===== config.mk =====
export PLATFORM = sky130hd
export DESIGN_NAME = adc16dv160_output_emulator
export DESIGN_NICKNAME = d
export VERILOG_FILES = /design/src/rtl/adc16dv160_output_emulator.sv
export SDC_FILE = /design/constraint.sdc
export NUM_CORES = 1
export LEC_CHECK = 0
export CORE_MARGIN = 10
export CORE_UTILIZATION = 59
export DETAILED_ROUTE_END_ITERATION = 10
export PLACE_DENSITY = 0.78
export SLEW_MARGIN = 10
export SYNTH_ARGS = -nofsm -noshare
export SYNTH_HDL_FRONTEND = slang
export SYNTH_SLANG_ARGS = --single-unit

===== constraint.sdc =====
create_clock -name s00_axis_aclk -period 4.49 [get_ports s00_axis_aclk]
set_input_delay 1.347 -clock s00_axis_aclk [delete_from_list [all_inputs] [get_ports s00_axis_aclk]]
set_output_delay 1.347 -clock s00_axis_aclk [all_outputs]
set_load 0.005 [all_outputs]

===== src/rtl/adc16dv160_output_emulator.sv =====
// Transmit-side emulator for the ADC16DV160 LVDS DDR interface: buffers AXI-Stream sample
// pairs and drives one 16-bit sample per clock as rise/fall lane bits, with ramp test source.
module adc16dv160_output_emulator #(
  parameter int FIFO_DEPTH  = 16,
  parameter int PRIME_LEVEL = 4
) (
  input  logic        s00_axis_aclk,
  input  logic        s00_axis_aresetn,
  input  logic        s00_axis_tvalid,
  output logic        s00_axis_tready,
  input  logic [31:0] s00_axis_tdata,
  input  logic        s00_axis_tlast,
  input  logic        enable,
  input  logic        test_mode,
  input  logic [15:0] idle_value,
  output logic [7:0]  dout_rise,
  output logic [7:0]  dout_fall,
  output logic        sync_out,
  output logic        running,
  output logic [31:0] underflow_cnt
);

  localparam int AW = $clog2(FIFO_DEPTH);
  localparam logic [AW:0] DepthCnt = (AW+1)'(FIFO_DEPTH);
  localparam logic [AW:0] PrimeCnt = (AW+1)'(PRIME_LEVEL);

  typedef enum logic [1:0] {StIdle, StPrime, StRun} state_t;

  logic [32:0]   mem [FIFO_DEPTH];
  logic [AW-1:0] wrPtr_q, rdPtr_q;
  logic [AW:0]   count_q, count_d;
  logic          tready_q;
  logic          wrEn, rdEn;
  logic [32:0]   head;

  state_t        state_q, state_d;
  logic          half_q, half_d;
  logic          first_q, first_d;
  logic          prevLast_q, prevLast_d;
  logic          testMode_q, testMode_d;
  logic [15:0]   ramp_q, ramp_d;
  logic [31:0]   under_q, under_d;
  logic [15:0]   sample;
  logic          sampleSync;
  logic [7:0]    rise_q, fall_q, riseNext, fallNext;
  logic          sync_q;

  assign wrEn = s00_axis_tvalid && tready_q;
  assign head = mem[rdPtr_q];

  always_ff @(posedge s00_axis_aclk) begin
    if (wrEn) mem[wrPtr_q] <= {s00_axis_tlast, s00_axis_tdata};
  end

  always_comb begin
    case ({wrEn, rdEn})
      2'b10:   count_d = count_q + 1'b1;
      2'b01:   count_d = count_q - 1'b1;
      default: count_d = count_q;
    endcase
  end

  // A word's low half is emitted without popping; the pop happens on its high half.
  always_comb begin
    state_d    = state_q;
    half_d     = half_q;
    first_d    = first_q;
    prevLast_d = prevLast_q;
    testMode_d = testMode_q;
    ramp_d     = ramp_q;
    under_d    = under_q;
    sample     = idle_value;
    sampleSync = 1'b0;
    rdEn       = 1'b0;
    case (state_q)
      StIdle: begin
        ramp_d  = 16'h0000;
        first_d = 1'b1;
        if (enable) begin
          testMode_d = test_mode;
          state_d    = test_mode ? StRun : StPrime;
        end
      end
      StPrime: begin
        ramp_d  = 16'h0000;
        first_d = 1'b1;
        if (!enable) state_d = StIdle;
        else if (count_q >= PrimeCnt) state_d = StRun;
      end
      StRun: begin
        if (testMode_q) begin
          if (!enable) begin
            state_d = StIdle;
          end else begin
            sample     = ramp_q;
            sampleSync = (ramp_q == 16'h0000);
            ramp_d     = ramp_q + 16'd1;
          end
        end else if (half_q) begin
          sample     = head[31:16];
          rdEn       = 1'b1;
          half_d     = 1'b0;
          prevLast_d = head[32];
          if (!enable) state_d = StIdle;
        end else if (!enable) begin
          state_d = StIdle;
        end else if (count_q == '0) begin
          if (under_q != 32'hFFFF_FFFF) under_d = under_q + 32'd1;
        end else begin
          sample     = head[15:0];
          sampleSync = first_q || prevLast_q;
          first_d    = 1'b0;
          half_d     = 1'b1;
        end
      end
      default: state_d = StIdle;
    endcase
  end

  always_comb begin
    riseNext = '0;
    fallNext = '0;
    for (int i = 0; i < 8; i++) begin
      riseNext[i] = sample[2*i];
      fallNext[i] = sample[2*i+1];
    end
  end

  always_ff @(posedge s00_axis_aclk or negedge s00_axis_aresetn) begin
    if (!s00_axis_aresetn) begin
      wrPtr_q    <= '0;
      rdPtr_q    <= '0;
      count_q    <= '0;
      tready_q   <= 1'b0;
      state_q    <= StIdle;
      half_q     <= 1'b0;
      first_q    <= 1'b1;
      prevLast_q <= 1'b0;
      testMode_q <= 1'b0;
      ramp_q     <= 16'h0000;
      under_q    <= 32'd0;
      rise_q     <= 8'h00;
      fall_q     <= 8'h00;
      sync_q     <= 1'b0;
    end else begin
      if (wrEn) wrPtr_q <= wrPtr_q + 1'b1;
      if (rdEn) rdPtr_q <= rdPtr_q + 1'b1;
      count_q    <= count_d;
      tready_q   <= (count_d != DepthCnt);
      state_q    <= state_d;
      half_q     <= half_d;
      first_q    <= first_d;
      prevLast_q <= prevLast_d;
      testMode_q <= testMode_d;
      ramp_q     <= ramp_d;
      under_q    <= under_d;
      rise_q     <= riseNext;
      fall_q     <= fallNext;
      sync_q     <= sampleSync;
    end
  end

  assign s00_axis_tready = tready_q;
  assign dout_rise       = rise_q;
  assign dout_fall       = fall_q;
  assign sync_out        = sync_q;
  assign running         = (state_q == StRun);
  assign underflow_cnt   = under_q;

endmodule


Yosys cells after proc, flatten, opt, wreduce, memory -nomap -nowiden --
Memories as Yosys holds them, arrays and structs flattened. Cells that the tools add are included. W data, S select, Z words.
Word-level totals: bits in registers 85, memory bits (writable) 528, input bits 54, output and inout bits 51, word-level logic and storage cells 87, memories 1
Memory list:
- mem | depth 16, width 33, rd ports 1, clocked after Yosys merged registers in 0, wr ports 1, line 29 | logic [32:0] mem [FIFO_DEPTH];
Cells by class: add/sub/neg operators 6, $lt $le $gt $ge 1, eq/ne operators 14, mux-type cells 35, bitwise gates (word level) 2, reductions and logical operators 14
Operators by type and width (number):
- $mux W16 | 8
- $add A32 B1 Y32 const B | 1
- $ne A32 B32 Y1 const B | 1
- $pmux W16 S2 | 1
- $mux W1 | 18
- $add A16 B1 Y16 const B | 1
- $logic_not A16 Y1 | 1
- $ne A2 B2 Y1 const B | 6
- $mux W2 | 5
- $pmux W5 S2 | 1
- $reduce_and A3 Y1 | 3
- $add A4 B1 Y4 const B | 2
- $pmux W2 S3 | 1
- $reduce_and A6 Y1 | 1
- $add A5 B1 Y5 const B | 1
- $ge A5 B3 Y1 const B | 1
- $logic_not A5 Y1 | 1
- $ne A5 B5 Y1 const B | 1
- $reduce_and A5 Y1 | 1
- $sub A5 B1 Y5 const B | 1
- $eq A2 B1 Y1 const B | 2
- $eq A2 B2 Y1 const B | 2
- $reduce_and A2 Y1 | 2
- $ne A3 B3 Y1 const B | 1
- 8 further kinds | 9

Depth between registers and ports, before layout --
Gate-level depths: netlist of run 1.
word-level depth 6, mapped depth 11, gate-level depth less buffers 10

Least setup slack after synthesis of run 1 --
No wires, ideal clock.
path type input -> register, from in s00_axis_tvalid, to mem mem[3][0], enable pin, setup time 0.464 ns, arrival time 4.167 ns, slack -0.141 ns, cell stages on the path 4, cell sequence and2_1 > clkbuf_1 > nand2_1 > nor3_1
Between the ends: cells in the longest elaborated chain, start to end 3
Ends and longest elaborated chain:
- from (decl) | line 9 | input logic s00_axis_tvalid,
- $logic_and A1 B1 Y1 | line 48 | assign wrEn = s00_axis_tvalid && tready_q;
- $mux W1 | line 52 | if (wrEn) mem[wrPtr_q] <= {s00_axis_tlast, s00_axis_tdata};
- $mux W1 (not written as such) | line 52
- to (decl) | line 29
No other way between the ends.

Worst setup path in the final report of run 1 --
from reg state_q[1], to out running
Between the ends: cells in the longest elaborated chain, start to end 1
Ends and longest elaborated chain:
- from (decl) | line 36 | state_t state_q, state_d;
- from (signal assigned) | line 135 | state_q <= StIdle;
- from (signal assigned) | line 150 | state_q <= state_d;
- $eq A2 B2 Y1 | line 167 | assign running = (state_q == StRun);
- to (decl) | line 19 | output logic running,
No other way between the ends.

==> impl_metrics.env, run 1 <==
export IMPL_min_from="first_q"
export IMPL_dieArea_sq_mm=0.0507
export IMPL_critPathTopFamily="flip-flops"
export IMPL_period_needed_ns=4.03
export IMPL_grt_use_met2_pct=35.4
export IMPL_overflow=0
export IMPL_drt_wirelength_per_cell_um=26.8
export IMPL_cts_tree="yes"
export IMPL_layout_worst_path_cycle_share_pct=89.8
export IMPL_synth_edf_count=528
export IMPL_top_level_ports=105
export IMPL_post_dp_cell_area_sq_mm=0.0267
export IMPL_avgSynthCellArea_sq_um=17.6
export IMPL_cts_resized=0
export IMPL_dr_pass1_iters=5
export IMPL_gp_congestion=0.911
export IMPL_critical_path_arrival_ns=2.69
export IMPL_dp_slack_ns=0.629
export IMPL_max_freq_mhz=248
export IMPL_r2r_end="underflow_cnt[31]"
export IMPL_cap_violations=0
export IMPL_hold_depth=2
export IMPL_pwr_share_comb_pct=23.0
export IMPL_post_cts_buffers=0
export IMPL_ir_drop_mv=0.358
export IMPL_grt_use_total_pct=22.6
export IMPL_start_util_pct=59.5
export IMPL_slowest_stage="dfrtp_1"
export IMPL_num_antenna_cells=0
export IMPL_post_route_util_pct=68.4
export IMPL_finalClockSkew_ns=0.0231
export IMPL_rsz0062_at_grt="false"
export IMPL_r2r_start="state_q[1]"
export IMPL_hold_buffers=0
export IMPL_clkTransAtPathRegs_ns=0.06
export IMPL_drtIter0Drc=1489
export IMPL_synth_seq_area_share_pct=72.4
export IMPL_seq_power_share_pct=46.6
export IMPL_syn_inst=1408
export IMPL_die_h_um=225
export IMPL_total_power_mw=15.7
export IMPL_clockBufferDepth=3
export IMPL_fin_hold_ws_ns=0.469
export IMPL_power_leakage_nw=9.49
export IMPL_vias=13511
export IMPL_routed_wl_um=56700
export IMPL_final_cell_count_no_fill=2116
export IMPL_h_tree_depth=2
export IMPL_layout_setup_ws_ns=0.457
export IMPL_worstPathCellList="nand2b_1 > inv_2 > clkdlybuf4s50_1"
export IMPL_hold_path_end="first_q"
export IMPL_relSlewSlack_pct=18.0
export IMPL_required_ns=3.14
export IMPL_crit_type="reg -> out"
export IMPL_status="completed"
export IMPL_grt_max_degree=78
export IMPL_ant_nets=0
export IMPL_p_switching_mw=4.49
export IMPL_drc=0
export IMPL_p_int_mw=11.2
export IMPL_path_max_fanout=27
export IMPL_rows=75
export IMPL_grtUsageMet3_pct=5.82
export IMPL_synth_cell_types=62
export IMPL_synth_nets=1472
export IMPL_grt_busiest_layer="met2"
export IMPL_worst_pin_slew_ns=1.23
export IMPL_regToRegSetupSlack_ns=1.46
export IMPL_clkPwrFrac_pct=30.4
export IMPL_clk_latency_ns=0.62
export IMPL_dpl_cell_count=2010
export IMPL_die_x_um=225
export IMPL_final_fill_count=2608
export IMPL_async_reset_ff_share_pct=13.9
export IMPL_synthToLayoutAreaGrowth_pct=14.9
export IMPL_synthFlopType="edfxtp_1"
export IMPL_min_path_type="reg -> reg"
export IMPL_grt_pass1_vias=13689
export IMPL_cp_end_kind="output pin"
export IMPL_worstRegToRegCells=7
export IMPL_synth_seq_cells=613
export IMPL_cts_root_buf="clkbuf_16"
export IMPL_ys_warn_count=0
export IMPL_p_per_area_mw_per_mm2=550
export IMPL_max_stage_delay_ns=0.88
export IMPL_finalSetupTns_ns=0
export IMPL_drv_slew=0
export IMPL_startpoint_type="flop"
export IMPL_avgViaCountPerCell=6.39
export IMPL_grt_pass1_wl_um=85400
export IMPL_met1_usage_pct=30.8
export IMPL_design_area_sq_mm=0.0285
export IMPL_swShare_pct=28.6
export IMPL_finalSetupViolCount=0
export IMPL_drive_above_1_share_pct=17.8
export IMPL_antenna_found_initial=1
export IMPL_nets=1595
export IMPL_cts_made_buffers=58
export IMPL_hpwl_um=35000
export IMPL_core_sq_mm=0.0418
export IMPL_finalHoldViolations=0
export IMPL_cts_sinks=613
export IMPL_crit_buf_inv=2
export IMPL_port_buffer_count=104
export IMPL_synth_area_sq_mm=0.0248
## worst register-to-register path, cell delays in order (launching register included)
cell and delay (ns):
dfrtp_1 0.88, nor3b_4 0.30, buf_4 0.28, nand3_1 0.18, or4_1 0.50, a21o_1 0.33, nor4_4 0.32, xor2_1 0.17
## synth_stat cells, drive strengths merged, types with 5 or more instances
cell | count | share of area [%]
nand3 | 19 | 0.38
nor2 | 54 | 0.82
or3 | 6 | 0.15
nand2 | 46 | 0.70
mux2 | 11 | 0.50
nor4 | 6 | 0.30
o21ai | 61 | 1.2
edfxtp | 528 | 64
buf | 40 | 0.88
mux4 | 107 | 9.7
dfrtp | 84 | 8.5
o22ai | 7 | 0.18
nand2b | 8 | 0.20
nand4 | 15 | 0.44
nor3b | 15 | 0.50
a211o | 5 | 0.18
o2111ai | 5 | 0.18
mux2i | 38 | 1.5
and2 | 18 | 0.45
xnor2 | 33 | 1.2
xor2 | 24 | 0.85
clkbuf | 45 | 0.68
nor3 | 15 | 0.30
ha | 10 | 0.50
a211oi | 68 | 2.1
nor2b | 51 | 1.3
a21oi | 13 | 0.26
and3 | 19 | 0.49
o32ai | 7 | 0.25
inv | 10 | 0.15
o211ai | 10 | 0.30
## metal layers
metal,up-vias,wire length [um]
li1,5834,-
met5,-,9
met4,2,1630
met3,109,5430
met2,630,27000
met1,6936,22600
## sequential cells by signal (all words and copies together) (netlist names), 2 cells and up
signal,count
underflow_cnt,32
count_q,5
dout_rise,8
dout_fall,8
wrPtr_q,4
rdPtr_q,4
mem,528
state_q,2
ramp_q,16
## area by class of cell
class / instances / area (sq um) / area share [%]
clock buffer: 72 / 1550 / 5.41
tap: 539 / 674 / 2.36
timing repair buffer: 148 / 1420 / 4.97
clock inverter: 34 / 307 / 1.07
inverter: 10 / 37.5 / 0.131
multi-input combinational: 700 / 6570 / 23.0
sequential: 613 / 18000 / 63.0
## kinds of logic (layout without fill, tap and decap cells)
family                     count (synthesis)  after routing  share of synthesized area, %
adders and majority gates                 10             10                         0.504
muxes                                    156            156                          11.7
AOI/OAI and AO/OA                        194            194                          5.21
xor gates and xnor gates                  57             57                          2.01
DFF                                      613            613                          72.4
buffers and inverters                     95            264                          1.71
and+or+nand+nor                          283            283                          6.44
## worst max path at each step
| stage | startpoint | to | slack [ns] | cells after the start |
|---|---|---|---|---|
| floorplan | s00_axis_tvalid | mem[7][0] | 0.74 | 4 |
| global placement | s00_axis_tvalid | s00_axis_tready | 0.70 | 10 |
| detailed placement | s00_axis_tvalid | s00_axis_tready | 0.63 | 10 |
| CTS | state_q[1] | running | 0.53 | 3 |
| global route | state_q[1] | running | 0.41 | 3 |
| finish | state_q[1] | running | 0.46 | 3 |
## cell usage in the layout, fill, tap and decap left out, types with 5 or more instances in the layout
master	netlist	layout
nor2_4	0	12
nand2b_1	8	8
o32ai_1	7	7
o2111ai_1	5	5
mux4_2	107	107
o21ai_0	61	61
mux2_2	11	11
nor3_1	15	11
dfrtp_1	84	80
nand2_1	46	46
bufinv_16	0	5
and3_1	16	16
o211ai_1	10	10
clkbuf_16	0	59
o22ai_1	7	7
clkinv_2	0	12
clkdlybuf4s50_1	0	103
a211o_1	5	5
a21oi_1	13	13
nor3b_1	14	14
nor2_1	54	42
or3_1	6	6
clkbuf_1	45	11
edfxtp_1	528	528
nand3_1	19	19
clkinv_1	0	12
ha_1	10	10
xnor2_1	33	33
a211oi_1	68	68
nand4_1	14	14
inv_1	9	9
nor2b_1	51	51
buf_4	3	41
xor2_1	24	24
and2_1	18	18
mux2i_1	38	38
## power by group through the flow
stage | clock (mW) | sequential [mW] | combinational (mW)
2_1_floorplan | 0 | 7.07 | 2.60
6_report | 4.77 | 7.32 | 3.60
3_5_place_dp | 0 | 7.43 | 3.62
5_1_grt | 5.07 | 7.38 | 3.86
3_3_place_gp | 0 | 7.40 | 3.53
4_1_cts | 4.82 | 7.32 | 3.63
No activity file was read; power rests on OpenSTA's default activity.
==> run 2, diff against run 1 <==
--- a/config.mk
+++ b/config.mk
@@ -5,9 +5,12 @@
 export SDC_FILE = /design/constraint.sdc
 export NUM_CORES = 1
 export LEC_CHECK = 0
+export ABC_CLOCK_PERIOD_IN_PS = 4490
 export CORE_MARGIN = 10
 export CORE_UTILIZATION = 59
 export DETAILED_ROUTE_END_ITERATION = 10
+export GPL_ROUTABILITY_DRIVEN = 0
+export GPL_TIMING_DRIVEN = 0
 export PLACE_DENSITY = 0.78
 export SLEW_MARGIN = 10
 export SYNTH_ARGS = -nofsm -noshare
==> run 2 against run 1 <==
Effect of this change: sequential cell count unchanged; clock power increased by 6.1%; first-iteration DRC count increased by 35%; register-to-register slack got worse by 0.73 ns.
==> impl_metrics.env, run 2 (synthesized netlist as in run 1, its figures left out) <==
export IMPL_vias=14166
export IMPL_drc=0
export IMPL_regMostFlops="mem"
export IMPL_die_x_um=225
export IMPL_routed_wl_um=62100
export IMPL_min_path_type="reg -> reg"
export IMPL_final_fill_count=2536
export IMPL_antenna_found_initial=4
export IMPL_die_h_um=225
export IMPL_layout_common_cells="edfxtp_1, mux4_2, clkdlybuf4s50_1"
export IMPL_cap_violations=0
export IMPL_finalClockSkew_ns=0.0205
export IMPL_clockBufferDepth=3
export IMPL_drive_above_1_share_pct=17.8
export IMPL_largest_reg_flops=528
export IMPL_hold_buffers=0
export IMPL_rsz0062_at_grt="false"
export IMPL_grt_max_degree=49
export IMPL_crit_type="reg -> out"
export IMPL_total_power_mw=16.4
export IMPL_core_sq_mm=0.0418
export IMPL_required_ns=3.14
export IMPL_clkTransAtPathRegs_ns=0.06
export IMPL_cts_sinks=613
export IMPL_period_needed_ns=4.09
export IMPL_drt_wirelength_per_cell_um=28.4
export IMPL_relSlewSlack_pct=34.5
export IMPL_startpoint_type="flop"
export IMPL_grt_pass1_vias=14379
export IMPL_port_buffer_count=104
export IMPL_grt_use_total_pct=24.9
export IMPL_worstRegToRegCells=7
export IMPL_synthToLayoutAreaGrowth_pct=17.8
export IMPL_max_freq_mhz=245
export IMPL_status="completed"
export IMPL_finalSetupTns_ns=0
export IMPL_start_util_pct=59.5
export IMPL_power_leakage_nw=9.80
export IMPL_hpwl_um=41600
export IMPL_cts_made_buffers=59
export IMPL_critical_path_arrival_ns=2.74
export IMPL_avgViaCountPerCell=6.49
export IMPL_clk_latency_ns=0.62
export IMPL_final_common_cell="edfxtp_1"
export IMPL_cts_resized=0
export IMPL_dpl_cell_count=2076
export IMPL_cts_root_buf="clkbuf_16"
export IMPL_path_max_fanout=10
export IMPL_hold_depth=2
export IMPL_h_tree_depth=2
export IMPL_cts_tree="yes"
export IMPL_final_cell_count_no_fill=2184
export IMPL_dr_pass1_iters=6
export IMPL_finalHoldViolations=0
export IMPL_nets=1662
export IMPL_rows=75
export IMPL_worst_pin_slew_ns=0.983
export IMPL_finalSetupViolCount=0
export IMPL_post_cts_buffers=0
export IMPL_p_per_area_mw_per_mm2=559
export IMPL_ant_nets=0
export IMPL_drv_slew=0
export IMPL_top_level_ports=105
export IMPL_grt_pass1_wl_um=93100
export IMPL_drtIter0Drc=2006
export IMPL_overflow=0
export IMPL_ir_drop_mv=0.421
export IMPL_cp_end_kind="output pin"
export IMPL_dieArea_sq_mm=0.0507
export IMPL_num_antenna_cells=0
export IMPL_layout_worst_path_cycle_share_pct=91.0
[run 2: cell count changes in the layout (fill, tap and decap cells not counted), sizes merged]
cell	delta
clkinvlp	-3
clkinv	-5
buf	+21
bufinv	+3
inv	-1
clkbuf	+53
[run 2: worst paths after layout]
| path | start | end | slack, ns |
|---|---|---|---|
| max reg2reg | rdPtr_q[2] | dout_fall[6] | 0.73 |
| max in group asynchronous | s00_axis_aresetn | first_q | 3.09 |
| max | state_q[0] | running | 0.40 |
| min reg2reg | first_q | first_q | 0.47 |
| min in group asynchronous | s00_axis_aresetn | underflow_cnt[28] | 0.71 |
| min | first_q | first_q | 0.47 |
[run 2: power by group]
group | internal [mW] | switching [mW]
Combinational | 1.79 | 2.52
Sequential | 6.82 | 0.178
Clock | 2.99 | 2.07
Total | 11.6 | 4.77
[run 2: layout make-up]
cell class	instances	area (sq um)	share of cell area, %
Multi-Input combinational cell	700	6570	22.4
Clock inverter	28	349	1.19
Inverter	10	37.5	0.128
Sequential cell	613	18000	61.4
Buffer	85	388	1.32
Timing Repair Buffer	129	1650	5.62
Clock buffer	80	1630	5.56
Tap cell	539	674	2.30
[run 2: critical path, cell delays in order (launching register included)]
cell	delay, ns
dfrtp_1	0.37
buf_6	0.14
nand2b_1	0.13
clkbuf_1	0.18
inv_2	0.21
clkbuf_1	0.47
clkdlybuf4s50_1	0.62
[run 2: stage by stage]
stage	utilization, %	setup WS, ns	area (sq um)	hold WS (ns)
global route	70.1	0.263	29300	0.499
detailed placement	65.4	0.284	27300	0.461
finish	70.1	0.404	29300	0.473
global placement	63.6	-1.61	26600	0.456
floorplan	-	0.741	24900	0.443
CTS	70.1	0.435	29300	0.471
[run 2: layer usage]
metal,share of wire [%],up-vias,global-route usage (%)
met1,38,7190,33.3
met3,11,157,5.97
met5,0.061,-,0
met2,48,827,39.1
met4,3.8,6,9.56
li1,-,5986,-
